[src/rtl/serial_tx.sv]
// serial_tx: parallel-to-serial transmitter with a valid/ready input and back-to-back framing.
// Define SERIAL_TX_PARITY_EN to append an even-parity bit to each frame.
module serial_tx #(
    parameter int WIDTH     = 8,
    parameter bit MSB_FIRST = 0
) (
    input  logic             clk,
    input  logic             rst,
    input  logic             din_valid,
    input  logic [WIDTH-1:0] din,
    output logic             din_ready,
    output logic             sout,
    output logic             sout_valid,
    output logic             last
);
    localparam int CW = $clog2(WIDTH) + 1;
`ifdef SERIAL_TX_PARITY_EN
    typedef enum logic [1:0] {IDLE, SHIFT, PARITY} state_t;
`else
    typedef enum logic {IDLE, SHIFT} state_t;
`endif
    state_t           r_state, w_next;
    logic [CW-1:0]    r_cnt;
    logic [WIDTH-1:0] r_shift;
    logic             w_end, w_acc, w_bit;
    assign w_end      = r_state == SHIFT && r_cnt == CW'(WIDTH - 1);
    assign w_bit      = MSB_FIRST ? r_shift[WIDTH-1] : r_shift[0];
    assign din_ready  = r_state == IDLE || last;
    assign w_acc      = din_valid && din_ready;
    assign sout_valid = r_state != IDLE;
`ifdef SERIAL_TX_PARITY_EN
    logic r_par;
    assign last = r_state == PARITY;
    assign sout = r_state == SHIFT ? w_bit : (r_state == PARITY ? r_par : 1'b1);
`else
    assign last = w_end;
    assign sout = r_state == SHIFT ? w_bit : 1'b1;
`endif
    // Acceptance is only possible in IDLE or on the final bit, so it always restarts SHIFT.
    always_comb begin
        w_next = r_state;
`ifdef SERIAL_TX_PARITY_EN
        w_next = w_acc ? SHIFT : (r_state == SHIFT ? (w_end ? PARITY : SHIFT) : IDLE);
`else
        w_next = w_acc ? SHIFT : (r_state == SHIFT && !w_end ? SHIFT : IDLE);
`endif
    end
    always_ff @(posedge clk or posedge rst) begin
        if (rst) r_state <= IDLE;
        else     r_state <= w_next;
    end
    always_ff @(posedge clk or posedge rst) begin
        if (rst) begin
            r_cnt   <= '0;
            r_shift <= '0;
        end else if (w_acc) begin
            r_cnt   <= '0;
            r_shift <= din;
        end else if (r_state == SHIFT) begin
            r_cnt   <= r_cnt + CW'(1);
            r_shift <= MSB_FIRST ? {r_shift[WIDTH-2:0], 1'b0} : {1'b0, r_shift[WIDTH-1:1]};
        end
    end
`ifdef SERIAL_TX_PARITY_EN
    always_ff @(posedge clk or posedge rst) begin
        if (rst)        r_par <= 1'b0;
        else if (w_acc) r_par <= ^din;
    end
`endif
endmodule
[config.mk]
export PLATFORM = sky130hd
export DESIGN_NAME = serial_tx
export DESIGN_NICKNAME = d
export VERILOG_FILES = /design/src/rtl/serial_tx.sv
export SDC_FILE = /design/constraint.sdc
export NUM_CORES = 1
export LEC_CHECK = 0
export ABC_AREA = 0
export BUFFER_PORTS_ARGS = -buffer_cell sky130_fd_sc_hd__buf_2
export CAP_MARGIN = 10
export CORE_AREA = 2 2 39 41
export DETAILED_ROUTE_END_ITERATION = 16
export DIE_AREA = 0 0 41 43
export GPL_ROUTABILITY_DRIVEN = 0
export PLACE_DENSITY = 0.77
export SYNTH_ARGS = -nofsm -noshare
export SYNTH_HDL_FRONTEND = slang
export SYNTH_SLANG_ARGS = --single-unit
[constraint.sdc]
create_clock -name clk -period 3.3 [get_ports clk]
set_input_delay 0.33 -clock clk [delete_from_list [all_inputs] [get_ports clk]]
set_output_delay 0.33 -clock clk [all_outputs]
set_load 0.01 [all_outputs]
==> flow_summary.ini, run 1 <==
[timing]
period_minus_slack_ps = 1820
final_layout_worst_hold_slack_ps = 45.5
finalSetupTns_ps = 0
slew_headroom = 0.663
layout_worst_path_cycle_share = 0.552
hold_viol = 0
max_slew.worst_pin.slew_ps = 505
final_max_slew_viol_count = 0
rsz0062_at_grt = false
setup_viol = 0
finalClockSkew_ps = 3.48
max_freq_ghz = 0.549

[setup_path]
crit_chain = ha_1, nand2_1, o21ai_0, buf_2
critical_path_s_top_delay_family = flip-flops
critical_path.startpoint_type = flop
critPathKind = reg2out
critical_path.reg2reg.endpoint = r_cnt[0]
cp.depth = 4
ff2ff_path_depth = 4
cp.buffers_inverters = 1
cp.required_ps = 2970
worst_path_largest_cell_delay_ps = 380
timing.critical_path.from = r_cnt[0]
reg2reg_slack_ps = 1820
worstPathMaxFanout = 3
setup.worst_path.end = din_ready
worst_path_max_delay_cell = sky130_fd_sc_hd__dfrtp_1
endpoint_kind = primary output
worst-endpoint-arrival_ps = 1490
worst_r2r_startpoint = r_cnt[0]

[detailed_routing]
detail_route.first_pass.iterations = 4
ant_nets = 0
routed_via_density = 5.44
drt_iter0_markers = 8
detail_route.wirelength_um = 1260
drcViolationCount = 0
via_count = 528
routed_wire_length_per_instance_um = 13.0

[floorplanning]
die_area_um2 = 1760
dieWidth_um = 41
initial_standard_cell_utilization_of_the_core = 0.504
die_height_um = 43
design.core.area_um2 = 1380
ios = 15
floorplan.rows = 14

[hold_path]
min_path_type = in2async

[final_layout]
fillCellCount = 128
insertedDiodeCount = 0
post_route_cells_drive_above_1_share = 0.333
mostFrequentLayoutCells = 14 x sky130_fd_sc_hd__buf_2, 13 x sky130_fd_sc_hd__dfrtp_1, 9 x sky130_fd_sc_hd__inv_1
net_count_of_the_finished_layout = 94
instances_no_fill = 97
layout_commonest_cell = sky130_fd_sc_hd__buf_2
area_delta_synth_final_pct = 13.8

[pwr]
ir_drop_uv = 347
internal_power_w = 0.000411
switchingPower_w = 0.000232
clockPowerShare = 0.155
p_total_w = 0.000643
combPwrFrac = 0.390
switching_share = 0.361
power.leakage_nw = 0.388
cellPowerDensity_nw_per_um2 = 811
seqPwrFrac = 0.455

[logic_synthesis]
ys_seq_elements = 13
netlist_area_um2 = 697
avgSynthCellArea_um2 = 10.6
yosys_warnings = 0
synth.yosys.seq_area_share = 0.467
netlist.area_leader.share = 0.467
yosysTopAreaCell = sky130_fd_sc_hd__dfrtp_1
synth_nets = 78
post_synth_num_cell_types = 21
synth.area.top_cells = sky130_fd_sc_hd__dfrtp_1 47%, sky130_fd_sc_hd__mux2_2 13%, sky130_fd_sc_hd__o22ai_1 7.2%, sky130_fd_sc_hd__a21oi_1 5.7%, sky130_fd_sc_hd__inv_1 4.8%
synth_cells = 66

[placed_design]
dp_hpwl_um = 924
post-place-cells = 93
buffer_ports.inserted = 14

[grt]
grt-ovfl-total = 0
grtUsageTotal = 0.189
pin_count_of_the_biggest_net_entering_global_routing = 19
antenna_found_initial = 0
vias_in_the_first_global_route = 499
grt_pass1_wl_um = 2120

[cts]
numCtsBuffers = 3
clock_tree_from_tritoncts = yes
numClockSinks = 13
clock_insertion_delay_worst_skew_ps = 280
cts_resized = 0
clock_path_buffers = 2
ctsRootBufferMaster = sky130_fd_sc_hd__clkbuf_4
post_cts_buffers = 0
cts_hold_buf = 0
ctsHtreeMaxLevel = 1
cts.reportedPaths.clkPinSlew_ps = 80

[run]
max-cap-violations = 0

[status]
run_status = finished clean
## kinds of logic (layout without fill, tap and decap cells)
group | after synthesis | count (layout) | synth area share
AOI/OAI and AO/OA | 19 | 19 | 0.158
and+or+nand+nor | 10 | 10 | 0.111
adders and majority gates | 1 | 1 | 0.0180
xor gates and xnor gates | 2 | 2 | 0.0251
buffers and inverters | 12 | 27 | 0.0772
DFF | 13 | 13 | 0.467
muxes | 9 | 9 | 0.144
## final cells by class
| type | count | area [um2] | share of cell area |
|---|---|---|---|
| clock buffers | 4 | 26.3 | 0.0331 |
| well taps | 16 | 20.0 | 0.0252 |
| repair buffers | 14 | 70.1 | 0.0883 |
| flip-flops and latches | 13 | 325 | 0.410 |
| inverters | 9 | 33.8 | 0.0426 |
| multi-input cells | 41 | 318 | 0.401 |
## worst min-delay path by stage
stage / endpoint / slack [ps] / cells past startpoint
after floorplan: r_cnt[0] / 210 / 1
after global placement: r_shift[6] / 370 / 2
after detailed placement: r_shift[6] / 370 / 2
after CTS: r_shift[6] / 70 / 2
after global routing: r_shift[6] / 80 / 2
final: r_shift[6] / 50 / 2
## metrics by stage
stage,utilization,worst slack [ps],instance area (um2)
detailed placement,0.554,1770,767
CTS,0.573,1470,793
finish,0.573,1480,793
floorplan,-,1860,697
global route,0.573,1370,793
global placement,0.554,1820,767
## Yosys cell counts
cell type and instances:
sky130_fd_sc_hd__nor3b_1 1, sky130_fd_sc_hd__dfrtp_1 13, sky130_fd_sc_hd__buf_2 1, sky130_fd_sc_hd__o22ai_1 8
sky130_fd_sc_hd__or2b_1 1, sky130_fd_sc_hd__ha_1 1, sky130_fd_sc_hd__o21ai_0 2, sky130_fd_sc_hd__nand2_1 2
sky130_fd_sc_hd__mux2_2 8, sky130_fd_sc_hd__and2_4 1, sky130_fd_sc_hd__mux2i_1 1, sky130_fd_sc_hd__nand4_1 1
sky130_fd_sc_hd__buf_6 1, sky130_fd_sc_hd__nand4b_4 1, sky130_fd_sc_hd__inv_1 9, sky130_fd_sc_hd__a21oi_1 8
sky130_fd_sc_hd__nor2_1 1, sky130_fd_sc_hd__nand2b_1 2, sky130_fd_sc_hd__xor2_1 2, sky130_fd_sc_hd__a32o_1 1
sky130_fd_sc_hd__clkbuf_1 1
## registers in the layout, summed over array words and instances, names as in the netlist
| signal | count |
|---|---|
| r_shift | 8 |
| sout_valid | 1 |
| r_cnt | 4 |
## power by group through the flow
stage | Sequential [W] | Clock, W | Combinational, W
CTS | 0.000292 | 0.000102 | 0.000255
finish | 0.000293 | 0.000100 | 0.000250
floorplan | 0.000275 | 0 | 0.000211
global placement | 0.000289 | 0 | 0.000243
global route | 0.000304 | 0.000109 | 0.000288
detailed placement | 0.000295 | 0 | 0.000256
## routing by layer
| layer | up-vias | wire length, um | track usage |
|---|---|---|---|
| met3 | 5 | 61 | 0.0471 |
| met1 | 247 | 550 | 0.215 |
| met2 | 13 | 606 | 0.297 |
| met5 | - | 0 | 0 |
| li1 | 263 | - | - |
| met4 | 0 | 39 | 0.120 |
No activity file was read; power rests on OpenSTA's default activity.
==> inputs of run 2 (changes only) <==
--- a/config.mk
+++ b/config.mk
@@ -8,11 +8,10 @@
 export ABC_AREA = 0
 export BUFFER_PORTS_ARGS = -buffer_cell sky130_fd_sc_hd__buf_2
 export CAP_MARGIN = 10
-export CORE_AREA = 2 2 39 41
+export CORE_UTILIZATION = 51
 export DETAILED_ROUTE_END_ITERATION = 16
-export DIE_AREA = 0 0 41 43
 export GPL_ROUTABILITY_DRIVEN = 0
-export PLACE_DENSITY = 0.77
+export PLACE_DENSITY = 0.75
 export SYNTH_ARGS = -nofsm -noshare
 export SYNTH_HDL_FRONTEND = slang
 export SYNTH_SLANG_ARGS = --single-unit
==> constraint.sdc (replaced) <==
create_clock -name clk -period 1.8 [get_ports clk]
set_input_delay 0.18 -clock clk [delete_from_list [all_inputs] [get_ports clk]]
set_output_delay 0.18 -clock clk [all_outputs]
set_load 0.01 [all_outputs]
==> run 2 against run 1 <==
Via count increased by 0.76%. Global-route usage rose by 1.8 points. Clock power grew 88%. Final area up 0.95%. Sequential cell count unchanged. Non-clock buffer count grew 1. Cell count fell by 1.0%. Utilization up 10 points. Total power is 84% higher. Sequential share of layout area fell by 0.38 points. Critical endpoint unchanged.
==> flow_summary.ini, run 2 (synthesis gave the netlist of run 1 again) <==
[status]
run_status = finished clean

[floorplanning]
dieWidth_um = 39.0
design.core.area_um2 = 1190
initial_standard_cell_utilization_of_the_core = 0.588
die_area_um2 = 1520
die_height_um = 39.0
floorplan.rows = 12
ios = 15

[detailed_routing]
drt_iter0_markers = 9
ant_nets = 0
via_count = 532
drcViolationCount = 0
routed_via_density = 5.54
detail_route.first_pass.iterations = 4
routed_wire_length_per_instance_um = 13.5
detail_route.wirelength_um = 1300

[cts]
numClockSinks = 13
clock_tree_from_tritoncts = yes
numCtsBuffers = 3
ctsHtreeMaxLevel = 1
clock_path_buffers = 2
cts_resized = 0
clock_insertion_delay_worst_skew_ps = 280
ctsRootBufferMaster = sky130_fd_sc_hd__clkbuf_4
cts.reportedPaths.clkPinSlew_ps = 80

[final_layout]
final_cell_area_um2 = 801
mostFrequentLayoutCells = 14 x sky130_fd_sc_hd__buf_2, 13 x sky130_fd_sc_hd__dfrtp_1, 9 x sky130_fd_sc_hd__inv_1
fillCellCount = 98
area_delta_synth_final_pct = 14.9
net_count_of_the_finished_layout = 95
layout_commonest_cell = sky130_fd_sc_hd__buf_2
largest_register_ff_count = 8
sequential_standard_cell_area_um2 = 325
post_route_cells_drive_above_1_share = 0.329
multi_input_comb_area_um2 = 318
insertedDiodeCount = 0
regMostFlops = r_shift

[setup_path]
cp.required_ps = 1620
ff2ff_path_depth = 4
critical_path.startpoint_type = flop
worst-endpoint-arrival_ps = 1450
worst_r2r_startpoint = r_cnt[0]
reg2reg_slack_ps = 350
critPathKind = reg2out
worstPathMaxFanout = 3
critical_path.reg2reg.endpoint = r_cnt[0]
endpoint_kind = primary output

[grt]
grt_pass1_wl_um = 2050
vias_in_the_first_global_route = 482
grtUsageTotal = 0.207
grt-ovfl-total = 0
antenna_found_initial = 0
pin_count_of_the_biggest_net_entering_global_routing = 19

[timing]
layout_worst_path_cycle_share = 0.906
setup_viol = 0
rsz0062_at_grt = false
hold_viol = 0
period_minus_slack_ps = 1630
max_slew.worst_pin.slew_ps = 519
final_max_slew_viol_count = 0
slew_headroom = 0.654
max_freq_ghz = 0.613
finalClockSkew_ps = 4.68
finalSetupTns_ps = 0

[hold_path]
holdCritStartpoint = din[7]
min_path_type = in2reg
worst_hold_path.endpoint = r_shift[7]
min_delay_path_depth = 3

[run]
max-cap-violations = 0

[placed_design]
buffer_ports.inserted = 14
placed_cell_area_um2 = 764

[pwr]
cellPowerDensity_nw_per_um2 = 1480
ir_drop_uv = 612
power.leakage_nw = 0.393
## run 2: changes by cell type in the layout (fill, tap and decap cells not counted)
cell | previous run | this run
sky130_fd_sc_hd__dlygate4sd3_1 | 0 | 1
## run 2: worst max-delay path, cell delays in order, from the launching register on
cell and delay, ps:
sky130_fd_sc_hd__dfrtp_1 380, sky130_fd_sc_hd__ha_1 260, sky130_fd_sc_hd__nand2_1 90, sky130_fd_sc_hd__o21ai_0 260, sky130_fd_sc_hd__buf_2 190
## run 2: area by class of cell
type,count,share of cell area
tap,14,0.0219
sequential,13,0.406
multi-input combinational,41,0.397
timing repair buffer,15,0.100
clock buffer,4,0.0328
inverter,9,0.0422
## run 2: where the power goes
| group | total, W | leakage [nW] | internal [W] | switching (W) |
|---|---|---|---|---|
| combinational | 0.000458 | 0.218 | 0.000246 | 0.000213 |
| sequential | 0.000534 | 0.160 | 0.000421 | 0.000114 |
| clock | 0.000188 | 0.0150 | 0.0000860 | 0.000102 |
## run 2: stage by stage
step                      std cells  utilization  setup WS [ps]  power [W]  hold slack [ps]
final                            96        0.675            170    0.00118              144
after global routing             96        0.675           35.6    0.00127              145
after CTS                        96        0.675            147    0.00119              137
after detailed placement         91        0.645            356    0.00100              232
after global placement           91        0.645            388   0.000974              231
after floorplan                  66            -            372   0.000892             57.0
## run 2: what timing repair did
action,in CTS,in global routing
endpoints found under the hold margin,13,0
setup buffers,0,0
hold buffers,1,0
## run 2: worst max-delay path by stage
stage,from,to,slack (ps),cells past startpoint
finish,r_cnt[0],din_ready,170,4
global route,r_cnt[0],din_ready,40,4
CTS,r_cnt[0],din_ready,150,4
detailed placement,r_cnt[0],r_cnt[0],360,4
global placement,r_cnt[0],r_cnt[0],390,4
floorplan,r_cnt[0],r_cnt[0],370,5
## run 2: routing by layer
metal | vias up | wire (um) | part of all wire | track usage
li1 | 271 | - | - | -
met1 | 247 | 597 | 0.46 | 0.254
met2 | 12 | 641 | 0.49 | 0.346
met3 | 2 | 44 | 0.034 | 0.0520
met4 | 0 | 16 | 0.012 | 0.0776
met5 | - | 0 | 0 | 0
==> inputs of run 3 (changes only) <==
--- a/config.mk
+++ b/config.mk
@@ -8,6 +8,7 @@
 export ABC_AREA = 0
 export BUFFER_PORTS_ARGS = -buffer_cell sky130_fd_sc_hd__buf_2
 export CAP_MARGIN = 10
+export CORE_MARGIN = 4
 export CORE_UTILIZATION = 51
 export DETAILED_ROUTE_END_ITERATION = 16
 export GPL_ROUTABILITY_DRIVEN = 0
==> run 3 against run 2 <==
Sequential share of layout area is 0.063 points lower. Critical path depth stayed put. Hold slack better by 2.4 ps. Critical endpoint unchanged. Largest cell class unchanged. Largest power group unchanged.
==> flow_summary.ini, run 3 (synthesis gave the netlist of run 1 again) <==
[detailed_routing]
detail_route.first_pass.iterations = 4
ant_nets = 0
via_count = 535
routed_via_density = 5.52
drt_iter0_markers = 11
detail_route.wirelength_um = 1260
drcViolationCount = 0
routed_wire_length_per_instance_um = 13.0

[final_layout]
fillCellCount = 106
mostFrequentLayoutCells = 14 x sky130_fd_sc_hd__buf_2, 13 x sky130_fd_sc_hd__dfrtp_1, 9 x sky130_fd_sc_hd__inv_1
largest_register_ff_count = 8
regMostFlops = r_shift
layout_commonest_cell = sky130_fd_sc_hd__buf_2
instances_no_fill = 97
post_route_cells_drive_above_1_share = 0.329
final_core_util = 0.616
insertedDiodeCount = 0
net_count_of_the_finished_layout = 95
area_delta_synth_final_pct = 15.1
final_cell_area_um2 = 802

[grt]
grt_busiest_layer = met2
grt_pass1_wl_um = 2190
pin_count_of_the_biggest_net_entering_global_routing = 19
antenna_found_initial = 0
vias_in_the_first_global_route = 475
grtUsageTotal = 0.147
grtUsageMet2 = 0.229
grt-ovfl-total = 0
globalRouteMet1Util = 0.206
met3_usage_grt = 0.0239

[cts]
numClockSinks = 13
clock_insertion_delay_worst_skew_ps = 270
ctsRootBufferMaster = sky130_fd_sc_hd__clkbuf_4
ctsHtreeMaxLevel = 1
clock_tree_from_tritoncts = yes
clock_path_buffers = 2
numCtsBuffers = 3
cts.reportedPaths.clkPinSlew_ps = 80

[floorplanning]
die_area_um2 = 2020
design.core.area_um2 = 1300
ios = 15
dieWidth_um = 45.0
initial_standard_cell_utilization_of_the_core = 0.536
die_height_um = 45.0
floorplan.rows = 13

[timing]
hold_viol = 0
max_slew.worst_pin.slew_ps = 513
final_max_slew_viol_count = 0
layout_worst_path_cycle_share = 0.902
setup_viol = 0
final_layout_worst_hold_slack_ps = 146
period_minus_slack_ps = 1620
rsz0062_at_grt = false
finalClockSkew_ps = 1.75
slew_headroom = 0.658
finalSetupTns_ps = 0
max_freq_ghz = 0.616

[setup_path]
worst-endpoint-arrival_ps = 1440
reg2reg_slack_ps = 320
worst_r2r_startpoint = r_cnt[0]
critPathKind = reg2out
critical_path.startpoint_type = flop
timing.critical_path.from = r_cnt[0]
cp.required_ps = 1620
endpoint_kind = primary output
worstPathMaxFanout = 3

[pwr]
cellPowerDensity_nw_per_um2 = 1460
power.leakage_nw = 0.393
ir_drop_uv = 837

[placed_design]
post-place-cells = 92
placed_cell_area_um2 = 766
dp_hpwl_um = 918
buffer_ports.inserted = 14

[status]
run_status = finished clean

[run]
max-cap-violations = 0

[hold_path]
holdCritStartpoint = din[7]
min_path_type = in2reg
[run 3: cell counts in the layout (fill, tap and decap cells not counted)]
No cell type changed its count.
[run 3: layout make-up]
class,count,area [um2],area share
Clock buffer,4,26.3,0.0328
Multi-Input combinational cell,41,318,0.396
Sequential cell,13,325,0.406
Inverter,9,33.8,0.0421
Timing Repair Buffer,15,80.1,0.0998
Tap cell,15,18.8,0.0234
[run 3: path summary, 6_finish.rpt]
| kind | endpoint | cells past startpoint |
|---|---|---|
| max in group asynchronous | r_cnt[2] | 3 |
| worst max register to register | r_cnt[0] | 4 |
| worst max-delay path | din_ready | 4 |
| worst min-delay path | r_shift[7] | 3 |
| worst min register to register | r_shift[0] | 2 |
| min in group asynchronous | r_shift[5] | 3 |
[run 3: layer usage]
layer | part of all wire | up-vias
met5 | 0 | -
met4 | 0.012 | 0
met3 | 0.061 | 2
met2 | 0.46 | 14
met1 | 0.47 | 254
li1 | - | 265
[run 3: timing repair]
action                                  CTS  global route
hold endpoints to repair                 13             0
resized for setup                         0             1
setup buffers                             0             0
endpoints found under the setup margin    0             1
hold buffers                              1             0
[run 3: worst max-delay path, stage by stage (launching register included)]
cell and delay (ps):
sky130_fd_sc_hd__dfrtp_1 400, sky130_fd_sc_hd__ha_1 260, sky130_fd_sc_hd__nand2_1 110, sky130_fd_sc_hd__o21ai_1 220, sky130_fd_sc_hd__buf_2 180
[run 3: power breakdown]
group	switching [W]	internal, W
clock	0.0000939	0.0000858
sequential	0.000113	0.000421
combinational	0.000213	0.000248
total	0.000420	0.000754
[run 3: stage by stage]
step	power, W	worst slack [ps]
floorplan	0.000892	372
global route	0.00128	80.2
finish	0.00117	176
detailed placement	0.00100	322
global placement	0.000973	384
CTS	0.00118	70.2
